==> config.mk <==
export PLATFORM = sky130hd
export DESIGN_NAME = ternary_full_adder
export DESIGN_NICKNAME = d
export VERILOG_FILES = /design/src/rtl/ternary_full_adder_pkg.sv /design/src/rtl/ternary_full_adder_trit_decode.sv /design/src/rtl/ternary_full_adder.sv
export SDC_FILE = /design/constraint.sdc
export NUM_CORES = 1
export LEC_CHECK = 0
export ABC_CLOCK_PERIOD_IN_PS = 2400
export CAP_MARGIN = 20
export CORE_AREA = 2 2 39 41
export DETAILED_ROUTE_END_ITERATION = 8
export DIE_AREA = 0 0 41 43
export DONT_BUFFER_PORTS = 1
export HOLD_SLACK_MARGIN = 0.06
export PLACE_DENSITY = 0.43
export SLEW_MARGIN = 20
export SYNTH_ARGS = -nofsm -noshare
export SYNTH_HDL_FRONTEND = slang
export SYNTH_SLANG_ARGS = --single-unit
==> constraint.sdc <==
create_clock -name clk -period 2.4 [get_ports clk]
set_clock_uncertainty 0.15 [all_clocks]
set_input_delay 0.24 -clock clk [delete_from_list [all_inputs] [get_ports clk]]
set_output_delay 0.24 -clock clk [all_outputs]
set_load 0.02 [all_outputs]
==> src/rtl/ternary_full_adder_pkg.sv <==
// Shared trit encoding for the balanced-ternary adder: code type, named codes, decode helper.
package ternary_full_adder_pkg;

  localparam int unsigned TRIT_W = 2;
  localparam int unsigned SUM_W  = 3;

  typedef logic [TRIT_W-1:0] trit_t;

  localparam trit_t VNEG  = 2'b11;
  localparam trit_t VZERO = 2'b00;
  localparam trit_t VPOS  = 2'b01;
  localparam trit_t VINV  = 2'b10;

  // Invalid code decodes to zero; callers flag it separately.
  function automatic logic signed [TRIT_W-1:0] trit_to_int(input trit_t t);
    logic signed [TRIT_W-1:0] v;
    v = '0;
    case (t)
      VNEG:    v = -2'sd1;
      VPOS:    v = 2'sd1;
      default: v = '0;
    endcase
    return v;
  endfunction

endpackage

==> src/rtl/ternary_full_adder_trit_decode.sv <==
// Converts one encoded trit into a signed value and an invalid-code flag.
module trit_decode
  import ternary_full_adder_pkg::*;
(
  input  trit_t                    code,
  output logic signed [TRIT_W-1:0] val_c,
  output logic                     inv_c
);

  always_comb begin
    val_c = trit_to_int(code);
    inv_c = (code == VINV);
  end

endmodule

==> src/rtl/ternary_full_adder.sv <==
// Balanced-ternary full adder: three encoded trits in, sum/carry trits out after one register stage.
module ternary_full_adder
  import ternary_full_adder_pkg::*;
#(
  parameter int unsigned ERR_EN = 1
) (
  input  logic  clk,
  input  logic  rst_n,
  input  logic  in_valid,
  input  trit_t a,
  input  trit_t b,
  input  trit_t cin,
  output logic  out_valid,
  output trit_t sum,
  output trit_t cout,
  output logic  err
);

  localparam bit ERR_ON = (ERR_EN != 0);

  logic signed [TRIT_W-1:0] va_c, vb_c, vc_c;
  logic                     inva_c, invb_c, invc_c;
  logic signed [SUM_W-1:0]  t_c;
  logic                     inv_any_c;
  trit_t                    sum_c, cout_c;

  trit_decode u_dec_a (.code(a),   .val_c(va_c), .inv_c(inva_c));
  trit_decode u_dec_b (.code(b),   .val_c(vb_c), .inv_c(invb_c));
  trit_decode u_dec_c (.code(cin), .val_c(vc_c), .inv_c(invc_c));

  // Sum in -3..+3 folded into a digit in -1..+1 and a carry such that t = sum + 3*cout.
  always_comb begin
    t_c       = {va_c[TRIT_W-1], va_c} + {vb_c[TRIT_W-1], vb_c} + {vc_c[TRIT_W-1], vc_c};
    inv_any_c = ERR_ON && (inva_c || invb_c || invc_c);
    sum_c     = VZERO;
    cout_c    = VZERO;
    case (t_c)
      3'b011:  begin sum_c = VZERO; cout_c = VPOS; end
      3'b010:  begin sum_c = VNEG;  cout_c = VPOS; end
      3'b001:  begin sum_c = VPOS;  cout_c = VZERO; end
      3'b111:  begin sum_c = VNEG;  cout_c = VZERO; end
      3'b110:  begin sum_c = VPOS;  cout_c = VNEG; end
      3'b101:  begin sum_c = VZERO; cout_c = VNEG; end
      default: begin sum_c = VZERO; cout_c = VZERO; end
    endcase
    if (inv_any_c) begin
      sum_c  = VZERO;
      cout_c = VZERO;
    end
  end

  // Single output stage; results hold while no new operand set is accepted.
  always_ff @(posedge clk or negedge rst_n) begin
    if (!rst_n) begin
      out_valid <= 1'b0;
      sum       <= VZERO;
      cout      <= VZERO;
      err       <= 1'b0;
    end else begin
      out_valid <= in_valid;
      if (in_valid) begin
        sum  <= sum_c;
        cout <= cout_c;
        err  <= inv_any_c;
      end
    end
  end

endmodule

After elaboration in Yosys (flattened, before gate mapping). Cells that the tools add are included.

$add $sub $neg: 2. Eq/ne operators: 15. Multiplexer cells: 7. Reductions and logical operators: 6.

Operators by type and width (number): 2-bit case mux with 2 select lines (5); 2-bit == test, second input constant (6); 3-bit == test, second input constant (3); 2-bit OR reduction (4); 2-bit by 1-bit == test with 1-bit output, second input constant (3); 3-bit by 2-bit == test with 1-bit output, second input constant (2); 2-bit two-way mux (2); 2-bit by 2-bit adder with 3-bit output (1); 3-bit adder (1); 3-bit by 1-bit == test with 1-bit output, second input constant (1); 1-bit logical OR (2).

Bits in registers: 6. Input bits: 9. Output and inout bits: 6. Word-level logic and storage cells: 34.

Logic depth before layout (Yosys ltp). Gate-level depths: netlist of run 1.

Depth after elaboration: 8. Mapped depth: 8. Depth with buffers taken out: 8.

Hierarchy. From an unflattened synthesis of run 1, not the netlist that was laid out.

Cells, all modules: 44. Area, all modules: 432.9 um2.

Modules (own cells, without submodules): ternary_full_adder (times used 1, cells an instance 35, area an instance 384.1 um2, sequential area each 150.1 um2); trit_decode (times used 3, cells an instance 3, area an instance 16.3 um2, sequential area each 0.0 um2).

Worst setup path after synthesis of run 1. OpenSTA, ideal clock, no wires.

Kind: input to register. Start: in a[0]. End: reg sum[0]. Setup time: 0.142 ns. Data arrival time: 1.690 ns. Data required time: 2.108 ns. Slack: 0.418 ns. Stages on the path: 8. Buffers on the path: 0. Path through: inv_1 > nor2_1 > fa_1 > ha_1 > xor3_2 > nor2_2 > xnor2_1 > o22ai_1.

Word-level cells in the longest chain between the ends: 8. Elaborated cells between the ends (all ways): 16. Those cells by class: add/sub: 2; eq/ne: 7; mux: 3; reduce/logical: 4.

Ends and longest elaborated chain: start, declared (line ternary_full_adder.sv:10) `input trit_t a,`; 2-bit by 1-bit == test with 1-bit output or 2-bit == test (tied branches) (line ternary_full_adder_pkg.sv:18) `case (t)`; 2-bit case mux with 2 select lines (line ternary_full_adder_pkg.sv:18); 2-bit by 2-bit adder with 3-bit output (line ternary_full_adder.sv:33) `t_c = {va_c[TRIT_W-1], va_c} + {vb_c[TRIT_W-1], vb_c} + {vc_c[TRIT_W-1], vc_c};`; 3-bit adder (line ternary_full_adder.sv:33); 3-bit == test (tied with other cells) (line ternary_full_adder.sv:37) `case (t_c)`; 2-bit OR reduction (no source line); 2-bit case mux with 2 select lines (line ternary_full_adder.sv:37); 2-bit two-way mux * (line ternary_full_adder.sv:46) `if (inv_any_c) begin`; end signal, assigned (line ternary_full_adder.sv:62) `sum <= sum_c;`; end, declared (line ternary_full_adder.sv:14) `output trit_t sum,`.

Mark *: on every way between the ends. The rest lies on a longest branch, timed or not. A chain may end at the register's enable or synchronous reset.

Worst setup path after layout of run 1. Ends and elaborated chain as after synthesis.

==> impl_metrics.csv, run 1 <==
group,metric,value,unit
status,status,"complete, no violations",
synth,synth_area_leaders,"dfrtp_1 (37%), fa_1 (9.8%), inv_1 (9.1%), xnor2_1 (6.4%), xor3_2 (6.1%)",
synth,synth_area,410,um^2
routing,routedWlPerCell,12.7,um
synth,synth_most_common_cell,"inv_1",
routing,routed_via_density,4.59,
clock_network,tritoncts,"yes",
setup_path,r2r-start,"cout[0]",
synth,async_flop_share,100,%
grt,grt_overflow_total,0,
synth,synth_fp_nets,52,
floorplanning,core_area,0.00138,mm^2
floorplanning,num_io_pins,15,
power,p_leak,0.223,nW
min_path,hp-start,"in_valid",
final_layout,antenna-diode-count,0,
final_layout,area_growth,15.2,%
synth,synth_edf_count,0,
timing,slew_headroom,74.0,%
place,dp_hpwl,657,um
clock_network,cts_resized,0,
clock_network,clock_latency,240,ps
timing,fin_crit,1850,ps
run,maxCapViolCount,0,
clock_network,cts_max_level,1,
timing,fmax,542,MHz
floorplanning,die_area,0.00176,mm^2
timing,hold_viol_final,0,
synth,syn_inst,40,
synth,synth_largest_area_cell,"dfrtp_1",
synth,avgSynthCellArea,10.3,um^2
routing,drtIter0Drc,1,
floorplanning,rows,14,
setup_path,end_kind,"flop",
clock_network,cts.path.max_buffers,2,
setup_path,arrival,1790,ps
setup_path,path_class,"in -> reg",
setup_path,cpMaxStageDelayCell,"fa_1",
floorplanning,fp.dieW,41,um
clock_network,numCtsBuffers,3,
synth,yosysWarnings,0,
min_path,hold_class,"in -> reg",
floorplanning,start_util,29.7,%
synth,netlist_top_cells_count,"inv_1 (10), dfrtp_1 (6), o22ai_1 (3), xnor2_1 (3)",
final_layout,drive_gt1_share,15.6,%
routing,ant_nets,0,
timing,setup_viol,0,
synth,synthDominantCellAreaShare,36.6,%
timing,fin_setup_tns,0,ps
setup_path,worst-path-max-fanout,5,
synth,yosys_register_bits,6,
final_layout,multi_input_area,223,um^2
grt,antenna_found_initial,0,
setup_path,crit_buf_inv,1,
final_layout,final_nets,59,
timing,tightest_slew,390,ps
routing,vias,280,
power,power_density,738,mW/mm^2
clock_network,clock_sinks,6,
setup_path,crit_chain,"inv_1 -> nor2_1 -> fa_1 -> ha_1 -> xor3_2 -> nor2_2 -> xnor2_1 -> o22ai_1",
power,ir_drop,275,uV
setup_path,crit_path_start,"a[0]",
setup_path,cp_slowest_stage_delay,590,ps
timing,final.period_utilization,76.9,%
synth,ys.flop_type,"dfrtp_1",
setup_path,startpoint_type,"input pin",
timing,fin_hold_ws,155,ps
routing,drc,0,
routing,wirelength,776,um
grt,grt_use_total,11.9,%
final_layout,seqCellArea,150,um^2
place,routabilityCongestion,0.681,
setup_path,cp.required,2340,ps
grt,grt_pass1_vias,325,
clock_network,cts_root_buffer,"clkbuf_4",
power,total_power,0.349,mW
final_layout,fill_cells,149,
grt,grt_max_degree,8,
synth,synth.distinct_cells,17,
grt,grt_pass1_wl,1290,um
place,port_buffers,0,
clock_network,clk_pin_slew_worst_paths,40,ps
synth,seq_area_frac_synth,36.6,%
routing,firstDrtPassIters,2,
timing,drv_slew,0,
setup_path,critPathTopFamily,"adder cells",
floorplanning,die_h,43,um
timing,rsz0062_at_grt,"no",
==> state kept, by name (all words and copies together) (netlist names) <==
signal and count:
sum 2, err 1, out_valid 1, cout 2
==> cell families (layout without fill, tap and decap cells) <==
| logic type | Yosys count | in the layout | synth area share [%] |
|---|---|---|---|
| AOI/OAI and AO/OA | 7 | 7 | 16.2 |
| xor gates and xnor gates | 4 | 4 | 12.5 |
| adders and majority gates | 3 | 3 | 12.8 |
| buffers and inverters | 10 | 15 | 9.15 |
| DFF | 6 | 6 | 36.6 |
| and+or+nand+nor | 10 | 10 | 12.8 |
==> through the flow <==
step	util [%]	cells	area [um^2]	worst slack, ps
finish	34.2	61	473	554
global route	34.2	61	473	418
CTS	34.2	61	473	538
detailed placement	31.1	56	430	299
global placement	31.1	56	430	343
floorplan	-	40	410	418
==> power by group <==
part           internal (mW)  switching (mW)
logic                 0.0557          0.0568
registers              0.118          0.0321
clock network         0.0561          0.0300
total                  0.230           0.119
==> final timing paths <==
path / endpoint / slack, ps / cells after the start
worst max-delay path: sum[0] / 550 / 8
worst min-delay path: cout[0] / 150 / 2
worst max register to register: cout[0] / 1280 / 3
worst min register to register: err / 470 / 1
max in group asynchronous: cout[0] / 1740 / 1
min in group asynchronous: cout[1] / 160 / 1
==> cells in the final DEF (no fill, tap or decap) <==
cell / synthesis / layout
dlygate4sd3_1: 0 / 2
nor3_1: 2 / 2
xnor2_1: 3 / 3
o32ai_2: 1 / 1
inv_1: 10 / 10
and2_1: 2 / 2
xor3_2: 1 / 1
nor2_2: 1 / 1
o21a_1: 1 / 1
clkbuf_4: 0 / 3
a211o_1: 1 / 1
o2111ai_2: 1 / 1
o22ai_1: 3 / 3
dfrtp_1: 6 / 6
fa_1: 2 / 2
nand2b_1: 2 / 2
nand2_1: 2 / 2
ha_1: 1 / 1
nor2_1: 1 / 1
==> worst reg2reg max path: cells and delay by family, from the launching register on <==
kind / cells / cell delay [ps]
buffers and inverters: 1 / 90
flip-flops: 1 / 450
AO/OA/AOI/OAI: 2 / 310
==> per-layer routing <==
layer | GRT usage [%] | wire length, um | share of wire (%)
met3 | 3.66 | 19 | 2.4
met1 | 11.1 | 274 | 35
met4 | 10.0 | 0 | 0
met5 | 0 | 0 | 0
met2 | 19.4 | 483 | 62
==> area by class of cell <==
cell class | instances | area share [%]
tap | 16 | 4.23
multi-input combinational | 24 | 47.1
inverter | 10 | 7.94
clock buffer | 3 | 4.76
sequential | 6 | 31.7
timing repair buffer | 2 | 4.23
==> what timing repair did <==
| action | 4_1_cts | 5_1_grt |
|---|---|---|
| buffers inserted | 0 | 0 |
| endpoints found under the hold margin | 11 | 0 |
| hold buffers | 2 | 0 |
(Power assumes the default switching activity.)
==> inputs of run 2 (changes only) <==
ABC_CLOCK_PERIOD_IN_PS = 1750   (was 2400)
clock period = 1.75 ns   (was 2.4 ns; I/O delays follow)
==> run 2 against run 1 <==
Compared with the run above:
- via count rose by 7.5%
- die area did not move
- critical path depth fell by 1
- non-clock buffer count rose by 3
- worst hold slack got worse by 77 ps
- sequential power rose by 36%
- highest routed layer unchanged
==> impl_metrics.csv, run 2 (synthesis results as in run 1) <==
group,metric,value,unit
final_layout,multi_input_area,245,um^2
final_layout,final_nets,62,
clock_network,cts.path.max_buffers,2,
place,dp_hpwl,693,um
power,clockPowerShare,23.3,%
timing,fmax,577,MHz
power,p_leak,0.237,nW
timing,hold_viol_final,0,
timing,final.period_utilization,99.0,%
power,ir_drop,430,uV
setup_path,startpoint_type,"input pin",
timing,setup_viol,0,
final_layout,drive_gt1_share,35.4,%
place,routabilityCongestion,0.685,
clock_network,clock_sinks,6,
final_layout,fin_cells,64,
final_layout,seqCellArea,150,um^2
clock_network,cts_root_buffer,"clkbuf_4",
power,pwr-share-seq,40.1,%
setup_path,end_kind,"flop",
routing,routedWlPerCell,12.6,um
timing,drv_slew,0,
timing,fin_crit,1730,ps
final_layout,reg_top3,"cout: 2 flops, sum: 2 flops",
floorplanning,rows,14,
grt,grt_pass1_wl,1270,um
power,switching_share,33.5,%
place,port_buffers,0,
status,status,"complete, no violations",
grt,antenna_found_initial,0,
timing,tightest_slew,377,ps
setup_path,arrival,1670,ps
place,dpl.cell_count,58,
final_layout,final_cell_mix,"inv_1 (8), dfrtp_1 (6)",
routing,firstDrtPassIters,4,
routing,highest_layer,"met3",
routing,wl_met2,471,um
clock_network,numCtsBuffers,3,
floorplanning,num_io_pins,15,
power,p_int,0.343,mW
setup_path,cp.required,1690,ps
floorplanning,die_area,0.00176,mm^2
setup_path,crit_buf_inv,0,
setup_path,path_class,"in -> reg",
routing,vias,301,
routing,routed_via_density,4.70,
setup_path,crit_chain,"and2_4 -> fa_2 -> ha_4 -> xor3_2 -> nor2_2 -> xnor2_1 -> o22ai_1",
floorplanning,fp.dieW,41,um
routing,drtIter0Drc,3,
grt,grt_max_degree,8,
setup_path,worst-path-max-fanout,5,
final_layout,fin_util,37.4,%
clock_network,tritoncts,"yes",
setup_path,critPathTopFamily,"adder cells",
clock_network,clock_latency,240,ps
place,placed_area,465,um^2
run,maxCapViolCount,0,
timing,fin_setup_tns,0,ps
routing,drc,0,
floorplanning,core_area,0.00138,mm^2
final_layout,antenna-diode-count,0,
routing,wl_met1,267,um
grt,grt_use_total,11.8,%
routing,ant_nets,0,
clock_network,clk_pin_slew_worst_paths,40,ps
timing,rsz0062_at_grt,"yes",
floorplanning,die_h,43,um
clock_network,cts_max_level,1,
timing,slew_headroom,74.9,%
grt,grt_overflow_total,0,
power,comb_power_share,36.6,%
power,power_switching,0.172,mW
setup_path,cpMaxStageDelayCell,"fa_2",
power,total_power,0.515,mW
power,power_density,994,mW/mm^2
final_layout,fill_cells,149,
routing,wirelength,809,um
floorplanning,start_util,29.7,%
grt,grt_pass1_vias,306,
routing,wl_met3,70,um
min_path,hold_class,"in -> reg",
final_layout,final_area,518,um^2
final_layout,area_growth,26.2,%
setup_path,cp_slowest_stage_delay,580,ps
final_layout,final_common_cell,"inv_1",
## run 2: final cells by class
class | instances | share of cell area [%]
multi-input combinational | 24 | 47.3
sequential | 6 | 29.0
timing repair buffer | 5 | 8.21
inverter | 10 | 7.25
clock buffer | 3 | 4.35
tap | 16 | 3.86
## run 2: metal layers
| metal | track usage, % | up-vias |
|---|---|---|
| li1 | - | 147 |
| met1 | 8.67 | 142 |
| met2 | 20.6 | 12 |
| met3 | 4.71 | 0 |
| met4 | 10.0 | 0 |
| met5 | 0 | - |
## run 2: stage by stage
step                hold WS (ps)  worst slack, ps
floorplan                   -271             -144
global placement            -270             -207
detailed placement          -270             -229
CTS                         72.1             14.5
global route                71.0            -48.5
finish                      78.2             17.0
## run 2: path summary, 6_finish.rpt
kind / start / end / slack, ps / cells past startpoint
max: b[0] / sum[0] / 20 / 7
min: in_valid / cout[0] / 80 / 2
max reg2reg: cout[0] / cout[0] / 640 / 3
min reg2reg: err / err / 470 / 1
max in group asynchronous: rst_n / out_valid / 1150 / 1
min in group asynchronous: rst_n / cout[1] / 90 / 1
## run 2: power groups by stage
| stage | logic [mW] | clock network, mW | registers (mW) |
|---|---|---|---|
| after detailed placement | 0.173 | 0 | 0.210 |
| after global routing | 0.209 | 0.142 | 0.208 |
| after global placement | 0.168 | 0 | 0.209 |
| after CTS | 0.181 | 0.128 | 0.208 |
| after floorplan | 0.142 | 0 | 0.205 |
| final | 0.188 | 0.120 | 0.206 |
## run 2: timing repair
item	CTS	global route
hold endpoints to repair	11	0
buffers inserted	0	1
hold buffers	2	0
resized for setup	0	1
endpoints found under the setup margin	0	2
